File: src/rtl/lii_mem_initiator_if.sv
// User-side and LII-side signal bundle for lii_mem_initiator.
// The slave modport is the initiator's view; master is the surrounding kernel/router.
interface lii_mem_initiator_if #(
    parameter int unsigned AXI_AW = 48,
    parameter int unsigned AXI_DW = 128,
    parameter int unsigned LII_DW = 256,
    parameter int unsigned TAG_W  = 8
);
    logic                  cmd_valid;
    logic                  cmd_ready;
    logic                  cmd_op;
    logic [AXI_AW-1:0]     cmd_addr;
    logic [7:0]            cmd_len;
    logic [2:0]            cmd_size;
    logic [TAG_W-1:0]      cmd_tag;

    logic [AXI_DW-1:0]     wr_data;
    logic [AXI_DW/8-1:0]   wr_strb;
    logic                  wr_valid;
    logic                  wr_ready;

    logic [AXI_DW-1:0]     rd_data;
    logic                  rd_last;
    logic                  rd_valid;
    logic                  rd_ready;

    logic                  wr_done_valid;
    logic                  wr_done_ready;
    logic [1:0]            wr_done_resp;

    logic [LII_DW-1:0]     lii_req_data;
    logic [LII_DW/8-1:0]   lii_req_keep;
    logic [LII_DW/8-1:0]   lii_req_strb;
    logic                  lii_req_last;
    logic                  lii_req_valid;
    logic                  lii_req_ready;

    logic [LII_DW-1:0]     lii_resp_data;
    logic [LII_DW/8-1:0]   lii_resp_keep;
    logic [LII_DW/8-1:0]   lii_resp_strb;
    logic                  lii_resp_last;
    logic                  lii_resp_valid;
    logic                  lii_resp_ready;

    modport slave (
        input  cmd_valid, cmd_op, cmd_addr, cmd_len, cmd_size, cmd_tag,
        output cmd_ready,
        input  wr_data, wr_strb, wr_valid,
        output wr_ready,
        output rd_data, rd_last, rd_valid,
        input  rd_ready,
        output wr_done_valid, wr_done_resp,
        input  wr_done_ready,
        output lii_req_data, lii_req_keep, lii_req_strb, lii_req_last, lii_req_valid,
        input  lii_req_ready,
        input  lii_resp_data, lii_resp_keep, lii_resp_strb, lii_resp_last, lii_resp_valid,
        output lii_resp_ready
    );

    modport master (
        output cmd_valid, cmd_op, cmd_addr, cmd_len, cmd_size, cmd_tag,
        input  cmd_ready,
        output wr_data, wr_strb, wr_valid,
        input  wr_ready,
        input  rd_data, rd_last, rd_valid,
        output rd_ready,
        input  wr_done_valid, wr_done_resp,
        output wr_done_ready,
        input  lii_req_data, lii_req_keep, lii_req_strb, lii_req_last, lii_req_valid,
        output lii_req_ready,
        output lii_resp_data, lii_resp_keep, lii_resp_strb, lii_resp_last, lii_resp_valid,
        input  lii_resp_ready
    );
endinterface

File: src/rtl/lii_mem_initiator.sv
// LII memory initiator: packs one read/write command (plus write beats) into request flits
// and unpacks the response stream into read beats or a write-completion status.
module lii_mem_initiator #(
    parameter int unsigned AXI_AW = 48,
    parameter int unsigned AXI_DW = 128,
    parameter int unsigned LII_DW = 256,
    parameter int unsigned TAG_W  = 8
) (
    input  logic                clk,
    input  logic                rstn,
    lii_mem_initiator_if.slave  bus,
    output logic                busy,
    output logic                err_len
);
    localparam int unsigned SW = AXI_DW / 8;
    localparam int unsigned LB = LII_DW / 8;

    localparam logic [2:0] StIdle    = 3'd0;
    localparam logic [2:0] StSendHdr = 3'd1;
    localparam logic [2:0] StSendW   = 3'd2;
    localparam logic [2:0] StWaitR   = 3'd3;
    localparam logic [2:0] StWaitB   = 3'd4;

    logic [2:0]        state_q, state_d;
    logic              op_q, op_d;
    logic [7:0]        len_q, len_d;
    logic [8:0]        beat_rem_q, beat_rem_d;
    logic [8:0]        beat_cnt_q, beat_cnt_d;
    logic [LII_DW-1:0] req_data_q, req_data_d;
    logic [LB-1:0]     req_keep_q, req_keep_d;
    logic [LB-1:0]     req_strb_q, req_strb_d;
    logic              req_last_q, req_last_d;
    logic              req_valid_q, req_valid_d;
    logic              done_valid_q, done_valid_d;
    logic [1:0]        done_resp_q, done_resp_d;
    logic              err_q, err_d;
    logic [LII_DW-1:0] hdr;
    logic              wr_hs, resp_hs;
    logic              unused_resp;

    always_comb begin
        hdr = '0;
        hdr[LII_DW-1 -: 2]              = {1'b0, bus.cmd_op};
        hdr[LII_DW-3 -: 8]              = bus.cmd_len;
        hdr[LII_DW-11 -: 3]             = bus.cmd_size;
        hdr[LII_DW-14 -: AXI_AW]        = bus.cmd_addr;
        hdr[LII_DW-14-AXI_AW -: TAG_W]  = bus.cmd_tag;
    end

    always_comb begin
        bus.cmd_ready      = (state_q == StIdle);
        // A write may load its first beat while the header is leaving, so the stream has no bubble.
        bus.wr_ready       = ((state_q == StSendHdr && op_q) || state_q == StSendW) &&
                             (beat_rem_q != 9'd0) && (!req_valid_q || bus.lii_req_ready);
        bus.rd_valid       = 1'b0;
        bus.rd_data        = '0;
        bus.rd_last        = 1'b0;
        bus.lii_resp_ready = 1'b0;
        if (state_q == StWaitR) begin
            bus.rd_valid       = bus.lii_resp_valid;
            bus.rd_data        = bus.lii_resp_data[AXI_DW-1:0];
            bus.rd_last        = bus.lii_resp_last;
            bus.lii_resp_ready = bus.rd_ready;
        end else if (state_q == StWaitB) begin
            bus.lii_resp_ready = !done_valid_q;
        end
    end

    assign wr_hs   = bus.wr_valid && bus.wr_ready;
    assign resp_hs = bus.lii_resp_valid && bus.lii_resp_ready;

    always_comb begin
        state_d      = state_q;
        op_d         = op_q;
        len_d        = len_q;
        beat_rem_d   = beat_rem_q;
        beat_cnt_d   = beat_cnt_q;
        req_data_d   = req_data_q;
        req_keep_d   = req_keep_q;
        req_strb_d   = req_strb_q;
        req_last_d   = req_last_q;
        req_valid_d  = req_valid_q;
        done_valid_d = done_valid_q;
        done_resp_d  = done_resp_q;
        err_d        = err_q;

        if (req_valid_q && bus.lii_req_ready) req_valid_d = 1'b0;
        if (done_valid_q && bus.wr_done_ready) done_valid_d = 1'b0;

        case (state_q)
            StIdle: begin
                if (bus.cmd_valid) begin
                    op_d        = bus.cmd_op;
                    len_d       = bus.cmd_len;
                    beat_rem_d  = {1'b0, bus.cmd_len} + 9'd1;
                    beat_cnt_d  = 9'd0;
                    req_data_d  = hdr;
                    req_keep_d  = '1;
                    req_strb_d  = '0;
                    req_last_d  = !bus.cmd_op;
                    req_valid_d = 1'b1;
                    state_d     = StSendHdr;
                end
            end
            StSendHdr: begin
                if (bus.lii_req_ready) state_d = op_q ? StSendW : StWaitR;
            end
            StSendW: begin
                if (req_valid_q && bus.lii_req_ready && beat_rem_q == 9'd0) state_d = StWaitB;
            end
            StWaitR: begin
                if (resp_hs) begin
                    beat_cnt_d = beat_cnt_q + 9'd1;
                    if (bus.lii_resp_last != (beat_cnt_q == {1'b0, len_q})) err_d = 1'b1;
                    if (bus.lii_resp_last) state_d = StIdle;
                end
            end
            StWaitB: begin
                if (resp_hs) begin
                    done_valid_d = 1'b1;
                    done_resp_d  = bus.lii_resp_data[1:0];
                    state_d      = StIdle;
                end
            end
            default: state_d = StIdle;
        endcase

        if (wr_hs) begin
            req_data_d  = LII_DW'(bus.wr_data);
            req_strb_d  = LB'(bus.wr_strb);
            req_keep_d  = LB'({SW{1'b1}});
            req_last_d  = (beat_rem_q == 9'd1);
            req_valid_d = 1'b1;
            beat_rem_d  = beat_rem_q - 9'd1;
        end
    end

    always_ff @(posedge clk) begin
        if (!rstn) begin
            state_q      <= StIdle;
            op_q         <= 1'b0;
            len_q        <= '0;
            beat_rem_q   <= '0;
            beat_cnt_q   <= '0;
            req_data_q   <= '0;
            req_keep_q   <= '0;
            req_strb_q   <= '0;
            req_last_q   <= 1'b0;
            req_valid_q  <= 1'b0;
            done_valid_q <= 1'b0;
            done_resp_q  <= '0;
            err_q        <= 1'b0;
        end else begin
            state_q      <= state_d;
            op_q         <= op_d;
            len_q        <= len_d;
            beat_rem_q   <= beat_rem_d;
            beat_cnt_q   <= beat_cnt_d;
            req_data_q   <= req_data_d;
            req_keep_q   <= req_keep_d;
            req_strb_q   <= req_strb_d;
            req_last_q   <= req_last_d;
            req_valid_q  <= req_valid_d;
            done_valid_q <= done_valid_d;
            done_resp_q  <= done_resp_d;
            err_q        <= err_d;
        end
    end

    assign bus.lii_req_data  = req_data_q;
    assign bus.lii_req_keep  = req_keep_q;
    assign bus.lii_req_strb  = req_strb_q;
    assign bus.lii_req_last  = req_last_q;
    assign bus.lii_req_valid = req_valid_q;
    assign bus.wr_done_valid = done_valid_q;
    assign bus.wr_done_resp  = done_resp_q;
    assign busy              = (state_q != StIdle);
    assign err_len           = err_q;

    // Response keep/strb and upper data bits carry nothing this block needs.
    assign unused_resp = ^{bus.lii_resp_keep, bus.lii_resp_strb, bus.lii_resp_data};
endmodule

File: src/flat_wrapper.sv
// flat-port wrapper written by rule: the top's interface ports become plain ports
module lii_mem_initiator_flat 
#(
    parameter int unsigned AXI_AW = 48,
    parameter int unsigned AXI_DW = 128,
    parameter int unsigned LII_DW = 256,
    parameter int unsigned TAG_W  = 8
)
  (clk, rstn, busy, err_len, bus_cmd_valid, bus_cmd_op, bus_cmd_addr, bus_cmd_len, bus_cmd_size, bus_cmd_tag, bus_cmd_ready, bus_wr_data, bus_wr_strb, bus_wr_valid, bus_wr_ready, bus_rd_data, bus_rd_last, bus_rd_valid, bus_rd_ready, bus_wr_done_valid, bus_wr_done_resp, bus_wr_done_ready, bus_lii_req_data, bus_lii_req_keep, bus_lii_req_strb, bus_lii_req_last, bus_lii_req_valid, bus_lii_req_ready, bus_lii_resp_data, bus_lii_resp_keep, bus_lii_resp_strb, bus_lii_resp_last, bus_lii_resp_valid, bus_lii_resp_ready);
  lii_mem_initiator_if #(.AXI_AW(AXI_AW), .AXI_DW(AXI_DW), .LII_DW(LII_DW), .TAG_W(TAG_W)) bus_i ();
  input  logic clk;
  input  logic rstn;
  output logic busy;
  output logic err_len;
  input wire logic [$bits(bus_i.cmd_valid)-1:0] bus_cmd_valid;
  input wire logic [$bits(bus_i.cmd_op)-1:0] bus_cmd_op;
  input wire logic [$bits(bus_i.cmd_addr)-1:0] bus_cmd_addr;
  input wire logic [$bits(bus_i.cmd_len)-1:0] bus_cmd_len;
  input wire logic [$bits(bus_i.cmd_size)-1:0] bus_cmd_size;
  input wire logic [$bits(bus_i.cmd_tag)-1:0] bus_cmd_tag;
  output wire logic [$bits(bus_i.cmd_ready)-1:0] bus_cmd_ready;
  input wire logic [$bits(bus_i.wr_data)-1:0] bus_wr_data;
  input wire logic [$bits(bus_i.wr_strb)-1:0] bus_wr_strb;
  input wire logic [$bits(bus_i.wr_valid)-1:0] bus_wr_valid;
  output wire logic [$bits(bus_i.wr_ready)-1:0] bus_wr_ready;
  output wire logic [$bits(bus_i.rd_data)-1:0] bus_rd_data;
  output wire logic [$bits(bus_i.rd_last)-1:0] bus_rd_last;
  output wire logic [$bits(bus_i.rd_valid)-1:0] bus_rd_valid;
  input wire logic [$bits(bus_i.rd_ready)-1:0] bus_rd_ready;
  output wire logic [$bits(bus_i.wr_done_valid)-1:0] bus_wr_done_valid;
  output wire logic [$bits(bus_i.wr_done_resp)-1:0] bus_wr_done_resp;
  input wire logic [$bits(bus_i.wr_done_ready)-1:0] bus_wr_done_ready;
  output wire logic [$bits(bus_i.lii_req_data)-1:0] bus_lii_req_data;
  output wire logic [$bits(bus_i.lii_req_keep)-1:0] bus_lii_req_keep;
  output wire logic [$bits(bus_i.lii_req_strb)-1:0] bus_lii_req_strb;
  output wire logic [$bits(bus_i.lii_req_last)-1:0] bus_lii_req_last;
  output wire logic [$bits(bus_i.lii_req_valid)-1:0] bus_lii_req_valid;
  input wire logic [$bits(bus_i.lii_req_ready)-1:0] bus_lii_req_ready;
  input wire logic [$bits(bus_i.lii_resp_data)-1:0] bus_lii_resp_data;
  input wire logic [$bits(bus_i.lii_resp_keep)-1:0] bus_lii_resp_keep;
  input wire logic [$bits(bus_i.lii_resp_strb)-1:0] bus_lii_resp_strb;
  input wire logic [$bits(bus_i.lii_resp_last)-1:0] bus_lii_resp_last;
  input wire logic [$bits(bus_i.lii_resp_valid)-1:0] bus_lii_resp_valid;
  output wire logic [$bits(bus_i.lii_resp_ready)-1:0] bus_lii_resp_ready;
  assign bus_i.cmd_valid = bus_cmd_valid;
  assign bus_i.cmd_op = bus_cmd_op;
  assign bus_i.cmd_addr = bus_cmd_addr;
  assign bus_i.cmd_len = bus_cmd_len;
  assign bus_i.cmd_size = bus_cmd_size;
  assign bus_i.cmd_tag = bus_cmd_tag;
  assign bus_cmd_ready = bus_i.cmd_ready;
  assign bus_i.wr_data = bus_wr_data;
  assign bus_i.wr_strb = bus_wr_strb;
  assign bus_i.wr_valid = bus_wr_valid;
  assign bus_wr_ready = bus_i.wr_ready;
  assign bus_rd_data = bus_i.rd_data;
  assign bus_rd_last = bus_i.rd_last;
  assign bus_rd_valid = bus_i.rd_valid;
  assign bus_i.rd_ready = bus_rd_ready;
  assign bus_wr_done_valid = bus_i.wr_done_valid;
  assign bus_wr_done_resp = bus_i.wr_done_resp;
  assign bus_i.wr_done_ready = bus_wr_done_ready;
  assign bus_lii_req_data = bus_i.lii_req_data;
  assign bus_lii_req_keep = bus_i.lii_req_keep;
  assign bus_lii_req_strb = bus_i.lii_req_strb;
  assign bus_lii_req_last = bus_i.lii_req_last;
  assign bus_lii_req_valid = bus_i.lii_req_valid;
  assign bus_i.lii_req_ready = bus_lii_req_ready;
  assign bus_i.lii_resp_data = bus_lii_resp_data;
  assign bus_i.lii_resp_keep = bus_lii_resp_keep;
  assign bus_i.lii_resp_strb = bus_lii_resp_strb;
  assign bus_i.lii_resp_last = bus_lii_resp_last;
  assign bus_i.lii_resp_valid = bus_lii_resp_valid;
  assign bus_lii_resp_ready = bus_i.lii_resp_ready;
  lii_mem_initiator #(.AXI_AW(AXI_AW), .AXI_DW(AXI_DW), .LII_DW(LII_DW), .TAG_W(TAG_W)) u_core (.clk(clk), .rstn(rstn), .bus(bus_i), .busy(busy), .err_len(err_len));
endmodule
File: config.mk
export PLATFORM = sky130hd
export DESIGN_NAME = lii_mem_initiator_flat
export DESIGN_NICKNAME = d
export VERILOG_FILES = /design/src/rtl/lii_mem_initiator_if.sv /design/src/rtl/lii_mem_initiator.sv /design/src/flat_wrapper.sv
export SDC_FILE = /design/constraint.sdc
export NUM_CORES = 1
export LEC_CHECK = 0
export CAP_MARGIN = 15
export CELL_PAD_IN_SITES_DETAIL_PLACEMENT = 1
export CELL_PAD_IN_SITES_GLOBAL_PLACEMENT = 2
export CORE_AREA = 2 2 385 387
export DETAILED_ROUTE_END_ITERATION = 8
export DIE_AREA = 0 0 387 389
export PLACE_DENSITY = 0.47
export REMOVE_ABC_BUFFERS = 1
export SETUP_SLACK_MARGIN = 0.4
export SLEW_MARGIN = 40
export SYNTH_ARGS = -nofsm -noshare
export SYNTH_HDL_FRONTEND = slang
export SYNTH_SLANG_ARGS = --single-unit
File: constraint.sdc
create_clock -name clk -period 4.1 [get_ports clk]
set_input_delay 0.82 -clock clk [delete_from_list [all_inputs] [get_ports clk]]
set_output_delay 0.82 -clock clk [all_outputs]
set_load 0.02 [all_outputs]
# --- Word level (Yosys, flattened, before mapping) ---
# Index checks and enable logic that the tools add are counted.
totals:
  reg_bits: 265
  latchBits: 0
  mem_bits_rw: 0
  rom_bits: 0
  inputBits: 541
  output_inout_bits: 460
  wordCells: 97
  memories: 0
classes:
  add_sub_neg: 3
  mul: 0
  div_mod_pow: 0
  order_cmp: 0
  eq_ne: 13
  shifts: 0
  mux: 38
  n_bitwise: 1
  n_reduce_logical: 27
op_table:
  columns: ["operator", "count"]
  rows:
  - ["two-way mux 128 bit", 4]
  - ["two-way mux 16 bit", 6]
  - ["two-way mux 9 bit", 5]
  - ["two-way mux 3 bit", 6]
  - ["one-hot mux 9 bit (2 select lines)", 1]
  - ["two-way mux 1 bit", 15]
  - ["one-hot mux 3 bit (5 select lines)", 1]
  - ["adder 8 x 1 -> 9 bit (second input constant)", 1]
  - ["adder 9 x 1 -> 9 bit (second input constant)", 1]
  - ["== test 9 x 1 -> 1 bit (second input constant)", 1]
  - ["== test 9 x 8 -> 1 bit", 1]
  - ["zero test 9 bit", 1]
  - ["nonzero test 9 bit", 1]
  - ["subtractor 9 x 1 -> 9 bit (second input constant)", 1]
  - ["logical AND 1 bit", 8]
  - ["inequality test 2 bit (second input constant)", 4]
  - ["== test 3 x 2 -> 1 bit (second input constant)", 2]
  - ["AND reduction 2 bit", 3]
  - ["AND reduction 3 bit", 2]
  - ["AND reduction 6 bit", 1]
  - ["nonzero test 2 bit", 3]
  - ["inequality test 2 x 1 -> 1 bit (second input constant)", 2]
  - ["== test 3 x 1 -> 1 bit (second input constant)", 1]
  - ["== test 3 bit (second input constant)", 1]
  - ["7 further kinds", 10]

# --- Depth between registers and ports, before layout ---
# Gate-level depths: netlist of the first run.
logic_depth:
  word_depth: 8
  mapped_depth: 9
  mapped_depth_nobuf: 6

# --- Worst setup path after synthesis of the first run ---
# No wires, ideal clock.
synth_path:
  path_type: "reg-to-output"
  from: "register u_core.beat_rem_q[0]"
  to: "output bus_wr_ready"
  t_arrival_ns: 2.451
  t_required_ns: 3.280
  path_slack_ns: 0.829
  path_stages_with_launch: 9
  path_buffers: 3
  path_cell_list: "dfxtp_1 -> inv_1 -> ha_1 -> nor4b_2 -> and2_1 -> buf_4 -> buf_4 -> buf_2 -> a2111oi_0"
synth_via:
  elab_chain_cells: 3
synth_rtl:
  columns: ["item", "line", "source"]
  rows:
  - ["from (decl)", "lii_mem_initiator.sv:27", "logic [8:0] beat_rem_q, beat_rem_d;"]
  - ["from (signal assigned)", "lii_mem_initiator.sv:157", "beat_rem_q <= beat_rem_d;"]
  - ["nonzero test 9 bit", "lii_mem_initiator.sv:54", "(beat_rem_q != 9'd0) && (!req_valid_q || bus.lii_req_ready);"]
  - ["logical AND 1 bit", "lii_mem_initiator.sv:53", "bus.wr_ready = ((state_q == StSendHdr && op_q) || state_q == StSendW) &&"]
  - ["logical AND 1 bit", "lii_mem_initiator.sv:54", null]
  - ["to (decl)", "flat_wrapper.sv:25", "output wire logic [$bits(bus_i.wr_ready)-1:0] bus_wr_ready;"]
# No other way between the ends.

# --- Worst setup path after layout of the first run ---
layout_path:
  from: "register u_core.state_q[2]"
  to: "output bus_rd_data[37]"
layout_via:
  elab_chain_cells: 2
layout_rtl:
  columns: ["item", "line", "source"]
  rows:
  - ["from (decl)", "lii_mem_initiator.sv:24", "logic [2:0] state_q, state_d;"]
  - ["from (signal assigned)", "lii_mem_initiator.sv:140", "state_q <= StIdle;"]
  - ["from (signal assigned)", "lii_mem_initiator.sv:154", "state_q <= state_d;"]
  - ["== test 3 x 2 -> 1 bit", "lii_mem_initiator.sv:59", "if (state_q == StWaitR) begin"]
  - ["two-way mux 128 bit", "lii_mem_initiator.sv:59", null]
  - ["to (decl)", "flat_wrapper.sv:26", "output wire logic [$bits(bus_i.rd_data)-1:0] bus_rd_data;"]
# No other way between the ends.

==> impl_metrics.py, run 1 <==
metrics = {
    "sta": {
        "setup_viol": 0,
        "slew_headroom_pct": 45.79,
        "fin_crit_sh_pct": 84.15,
        "fmax_mhz": 289.9,
        "fin_crit_ns": 3.450,
        "worst_slew_pin_slew_ns": 0.8131,
        "fin_ws_ns": 0.6500,
        "rsz0062_at_grt": "no",
        "drv_slew": 0,
        "clock_skew_ns": 0.01302,
        "setup_tns_ns": 0,
        "finalHoldViolCount": 0,
    },
    "critical_path": {
        "cpPeakStageDelay_ns": 0.64,
        "crit_chain": "and3b_4, buf_4, and2_1, clkdlybuf4s50_1",
        "path_class": "reg2out",
        "crit_fanout": 29,
        "worst_setup_path_start_kind": "flip-flop",
        "path_delay_family": "buffers and inverters",
        "timing.critical_path.buf_inv": 2,
        "crit_slowest_cell": "clkdlybuf4s50_1",
        "required_ns": 3.28,
        "arrival_ns": 2.63,
        "crit_path_end_kind": "output port",
    },
    "layout": {
        "final_common_cell": "clkdlybuf4s50_1",
        "post-route-util_pct": 15.30,
        "seqCellArea_um2": 5005,
        "nNetsFinal": 2665,
        "area_delta_synth_final_pct": 84.50,
        "final_cell_mix": "clkdlybuf4s50_1, dfxtp_1, a21oi_1",
        "multi_input_area_um2": 5892,
        "drive_above_1_share_pct": 5.074,
        "nFillCells": 17240,
    },
    "detailed_routing": {
        "ant_nets": 0,
        "drt_first_pass_iters": 4,
        "num_vias": 13350,
        "routed_wl_um": 79400,
        "wire_per_inst_um": 19.44,
        "drc": 0,
        "via_per_inst": 3.270,
        "drtIter0Drc": 455,
    },
    "power_and_ir_drop": {
        "power_density_nw_per_um2": 507.9,
        "ir_worst_vdd_mv": 0.4652,
        "power_leakage_nw": 7.277,
    },
    "logic_synthesis": {
        "ys.flop_type": "dfxtp_1",
        "async_flop_share_pct": 0,
        "synth_cell_types": 58,
        "synth_area_per_cell_um2": 8.131,
        "synth-seq-cells": 250,
        "ys_seq_area_share_pct": 41.17,
        "syn-cell-area_um2": 12160,
        "synth_cells": 1495,
        "yosys_warnings": 0,
        "synth_edf_count": 0,
    },
    "floorplan": {
        "ios": 1001,
        "chipHeight_um": 389,
        "rows": 141,
        "start_util_pct": 8.291,
        "core_um2": 146600,
        "die_w_um": 387,
        "dieArea_um2": 150500,
    },
    "cts": {
        "clk_latency_ns": 0.58,
        "cts_buffer_depth": 3,
        "cts_tree": "yes",
        "clock_sinks": 250,
        "numCtsBuffers": 39,
        "cts_root_buf": "clkbuf_16",
        "ctsHoldBuffers": 0,
        "clk_pin_slew_ns": 0.05,
        "htreeDepth": 2,
    },
    "flow_run": {
        "drv_cap": 0,
    },
    "status": {
        "status": "complete, no violations",
    },
    "hold_path": {
        "hp-class": "reg2reg",
    },
    "grt": {
        "grt_pass1_vias": 13530,
        "antenna_found_initial": 25,
        "grt.total_usage_pct": 9.991,
        "grt_start_max_net_pins": 153,
        "grt_pass1_wl_um": 109600,
        "gr-total-overflow": 0,
    },
    "place": {
        "pre_cts_ws_ns": 0.6213,
        "gp_congestion": 0.7459,
        "io_buffers": 732,
        "dpl.hpwl_um": 60100,
    },
}
[cells by family (layout without fill, tap and decap cells)]
family,after synthesis,after routing,share of synthesized area (%)
and+or+nand+nor,529,529,22.55
DFF,250,250,41.17
xor gates and xnor gates,12,12,0.8646
adders and majority gates,5,5,0.5147
muxes,4,4,0.3294
AOI/OAI and AO/OA,428,428,21.65
other,1,82,0.03085
buffers and inverters,266,844,12.89
[cell usage after synthesis, drive strengths merged, types with 3 or more instances]
library cell  number  area share, %
ha                 5           0.51
a211oi             5           0.31
o21ai             13           0.57
mux2i              4           0.33
xor2              10           0.72
o211ai           145            9.0
and2             131            6.7
o31a               3           0.22
o32ai              3           0.22
dfxtp            250             41
nand3b             5           0.41
nor3               7           0.29
nand3            156            6.4
a31oi              6           0.31
and3               3           0.15
buf              190             11
inv               12           0.37
or3                7           0.36
nand4             10           0.51
a21oi            236            9.7
and4               4           0.29
nand2b             4           0.21
nor4               6           0.43
clkbuf            64            2.0
nand2            165            5.1
or3b               4           0.29
nor2              17           0.52
[registers in the layout (all words and copies together) (netlist names)]
signal and flops:
u_core.state_q 3, u_core.err_len 1, u_core.bus.lii_req_keep 2, u_core.len_q 8
u_core.bus.wr_done_resp 2, u_core.beat_cnt_q 9, u_core.bus.wr_done_valid 1, u_core.bus.lii_req_valid 1
u_core.op_q 1, u_core.bus.lii_req_last 1, u_core.beat_rem_q 9, u_core.bus.lii_req_strb 16
u_core.bus.lii_req_data 196
[worst min-delay path, stage by stage, from the launching register on]
cell     delay (ns)
dfxtp_1        0.30
nand2_1        0.05
a21oi_1        0.05
[per-layer routing]
metal	global-route usage [%]	part of all wire (%)
met1	12.35	43
met2	16.14	46
met3	4.105	8.8
met4	2.160	1.4
met5	0	0.30
[path summary, 6_finish.rpt]
path	start	end	slack [ns]	cells after the start
setup / recovery	u_core.state_q[2]	bus_rd_data[37]	0.65	4
setup reg to reg	u_core.beat_rem_q[0]	u_core.bus.lii_req_data[94]	1.56	8
hold reg to reg	u_core.bus.lii_req_data[221]	u_core.bus.lii_req_data[221]	0.45	2
hold / removal	u_core.bus.lii_req_data[221]	u_core.bus.lii_req_data[221]	0.45	2
[final cells by class]
cell class                 count  share of cell area (%)
inverter                      12                  0.2232
clock buffer                  55                   4.982
antenna                        6                 0.06695
sequential                   250                   22.32
tap                         1930                   10.77
clock inverter                15                  0.8927
multi-input combinational   1054                   26.27
timing repair buffer         762                   34.48
[stage by stage]
step                      cells  power (mW)  area, um2  hold WS (ns)
final                      4084       11.39      22430        0.4512
after global routing       4080       12.12      22420        0.4743
after CTS                  4077       11.73      22380        0.4539
after detailed placement   4007       8.035      21070        0.4461
after global placement     4005       8.025      21020        0.4422
after floorplan            1316       5.205      10920        0.4481
[timing repair]
| item | CTS | global route |
|---|---|---|
| setup endpoints to repair | 1 | 0 |
| gates resized for setup | 1 | 0 |
| buffers inserted | 0 | 0 |
[power by group]
part           leakage (nW)  internal (mW)  switching (mW)
Combinational          4.61           1.74            3.18
Sequential             2.03           2.73           0.216
Clock                 0.635           2.15            1.38
Total                  7.28           6.62            4.77
Power figures use the tool's default switching activity.
==> inputs of run 2 (changes only) <==
- CORE_AREA: 2 2 385 387 -> 2 2 388 390
- DIE_AREA: 0 0 387 389 -> 0 0 390 392
- PLACE_DENSITY: 0.47 -> 0.48
- clock period: 4.1 -> 2.9 ns (I/O delays scaled with it)
==> run 2 against run 1 <==
Clock-buffer cell count up 2; global-route usage shrank 0.29 points; non-clock buffer count grew 45; critical path depth is 3 higher; sequential power increased by 41%; critical endpoint is now bus_rd_data[59].
==> impl_metrics.py, run 2 (synthesized netlist as in run 1, its figures left out) <==
metrics = {
    "status": {
        "status": "complete, no violations",
    },
    "critical_path": {
        "crit_fanout": 7,
        "ff2ff_path_depth": 7,
        "arrival_ns": 1.99,
        "path_class": "reg2out",
        "required_ns": 2.32,
        "reg2reg_from": "u_core.state_q[1]",
        "r2r-end": "u_core.bus.lii_req_data[119]",
        "worst_setup_path_start_kind": "flip-flop",
        "worst-r2r-setup-slack_ns": 0.59,
        "crit_path_end_kind": "output port",
    },
    "cts": {
        "clock_sinks": 250,
        "htreeDepth": 2,
        "cts_tree": "yes",
        "cts_root_buf": "clkbuf_16",
        "ctsHoldBuffers": 0,
        "numCtsBuffers": 38,
        "clk_latency_ns": 0.58,
        "cts_buffer_depth": 3,
        "clk_pin_slew_ns": 0.06,
    },
    "place": {
        "dpl.hpwl_um": 61210,
        "placed_cells": 4053,
        "io_buffers": 732,
        "gp_congestion": 0.7245,
    },
    "sta": {
        "clock_skew_ns": 0.02474,
        "rsz0062_at_grt": "yes",
        "finalHoldViolCount": 0,
        "fmax_mhz": 388.9,
        "slew_headroom_pct": 48.27,
        "setup_viol": 0,
        "setup_tns_ns": 0,
        "fin_crit_sh_pct": 88.68,
        "drv_slew": 0,
        "fin_crit_ns": 2.572,
        "worst_slew_pin_slew_ns": 0.7689,
    },
    "power_and_ir_drop": {
        "power_frac_seq_pct": 25.4,
        "pwr-share-clk_pct": 28.4,
        "power_density_nw_per_um2": 721.5,
        "switching_share_pct": 42.27,
        "p_sw_mw": 6.913,
        "ir_worst_vdd_mv": 0.3899,
        "power.internal_mw": 9.442,
        "pwr-share-comb_pct": 46.2,
        "power_leakage_nw": 8.209,
    },
    "detailed_routing": {
        "drt_first_pass_iters": 4,
        "wire_per_inst_um": 19.45,
        "via_per_inst": 3.261,
        "routed_wl_um": 80460,
        "drc": 0,
        "ant_nets": 0,
        "drtIter0Drc": 517,
        "num_vias": 13490,
    },
    "layout": {
        "post-route-util_pct": 15.23,
        "largest_reg_flops": 196,
        "nNetsFinal": 2709,
        "final_common_cell": "clkdlybuf4s50_1",
        "instances_no_fill": 4136,
        "final_cell_mix": "clkdlybuf4s50_1, dfxtp_1, a21oi_1",
        "area_delta_synth_final_pct": 86.49,
        "drive_above_1_share_pct": 13.07,
        "nFillCells": 17520,
    },
    "hold_path": {
        "hold_path_end": "u_core.bus.lii_req_data[243]",
        "hp-class": "reg2reg",
        "min-delay-start": "u_core.bus.lii_req_data[243]",
        "hold_path_depth": 2,
    },
    "grt": {
        "gr-total-overflow": 0,
        "antenna_found_initial": 15,
        "grt_pass1_vias": 13560,
        "grt_start_max_net_pins": 72,
        "grt_pass1_wl_um": 107200,
        "grt.total_usage_pct": 9.705,
    },
    "floorplan": {
        "ios": 1001,
        "chipHeight_um": 392,
        "rows": 142,
        "core_um2": 148900,
        "die_w_um": 390,
        "start_util_pct": 8.164,
        "dieArea_um2": 152900,
    },
    "flow_run": {
        "drv_cap": 0,
    },
}
run 2: changes by cell type in the layout (fill, tap and decap cells not counted), moves of 3 or more:
cell             delta
and2_1             -15
and2_4             +15
buf_12             +14
buf_2              +49
buf_4              +31
buf_6              +16
bufinv_16           -3
clkbuf_2           +35
clkbuf_8            +3
clkdlybuf4s15_2     +6
clkdlybuf4s50_1   -136
dfxtp_1             -4
dfxtp_2             +4
dlymetal6s2s_1     +24
run 2: layout make-up:
cell class              count  area (um2)  area share, %
inverters                  12       50.05         0.2208
clock buffers              57        1134          5.001
repair buffers            807        7968          35.15
clock inverters             8       77.57         0.3422
multi-input cells        1054        5988          26.42
flip-flops and latches    250        5010          22.10
well taps                1944        2432          10.73
diodes                      4       10.01        0.04416
run 2: how the worst max path moves through the flow:
stage                                 start                          end  slack [ns]
after floorplan           u_core.state_q[0]         u_core.beat_rem_q[4]       -2.52
after global placement        bus_cmd_valid  u_core.bus.lii_req_data[44]        0.22
after detailed placement      bus_cmd_valid  u_core.bus.lii_req_data[80]        0.23
after CTS                 u_core.state_q[2]              bus_rd_data[68]       0.007
after global routing      u_core.state_q[2]             bus_rd_data[118]        0.22
final                     u_core.state_q[2]              bus_rd_data[59]        0.33
run 2: timing repair:
action,in CTS,in global routing
buffers inserted,3,6
endpoints found under the setup margin,164,214
cloned,0,5
resized for setup,302,183
run 2: worst max-delay path, cell delays in order, from the launching register on:
cell,delay (ns)
dfxtp_1,0.31
and3b_4,0.35
buf_12,0.12
buf_8,0.11
clkbuf_16,0.15
buf_4,0.11
and2_4,0.15
buf_6,0.12
run 2: per-stage QoR:
stage / worst slack, ns / area [um2] / total power [mW] / hold WS [ns]
floorplan: -2.515 / 10920 / 7.143 / 0.4481
global placement: 0.2197 / 21470 / 11.85 / 0.4422
detailed placement: 0.2259 / 21470 / 11.83 / 0.4458
CTS: 0.006589 / 22490 / 16.66 / 0.4533
global route: 0.2205 / 22660 / 17.42 / 0.4797
finish: 0.3284 / 22670 / 16.36 / 0.4532
run 2: per-layer routing:
layer  vias to the layer above  share of wire (%)  track usage (%)
met3                        64                8.8            3.696
met1                      6504                 44            12.36
met4                        12                1.3            2.064
li1                       6421                  -                -
met5                         -               0.10                0
met2                       488                 46            15.46
run 2: power groups by stage:
stage / logic [mW] / clock network, mW / registers, mW
6_report: 7.55 / 4.65 / 4.16
5_1_grt: 8.20 / 5.01 / 4.21
4_1_cts: 7.61 / 4.89 / 4.16
3_5_place_dp: 7.60 / 0 / 4.23
3_3_place_gp: 7.63 / 0 / 4.22
2_1_floorplan: 2.36 / 0 / 4.78
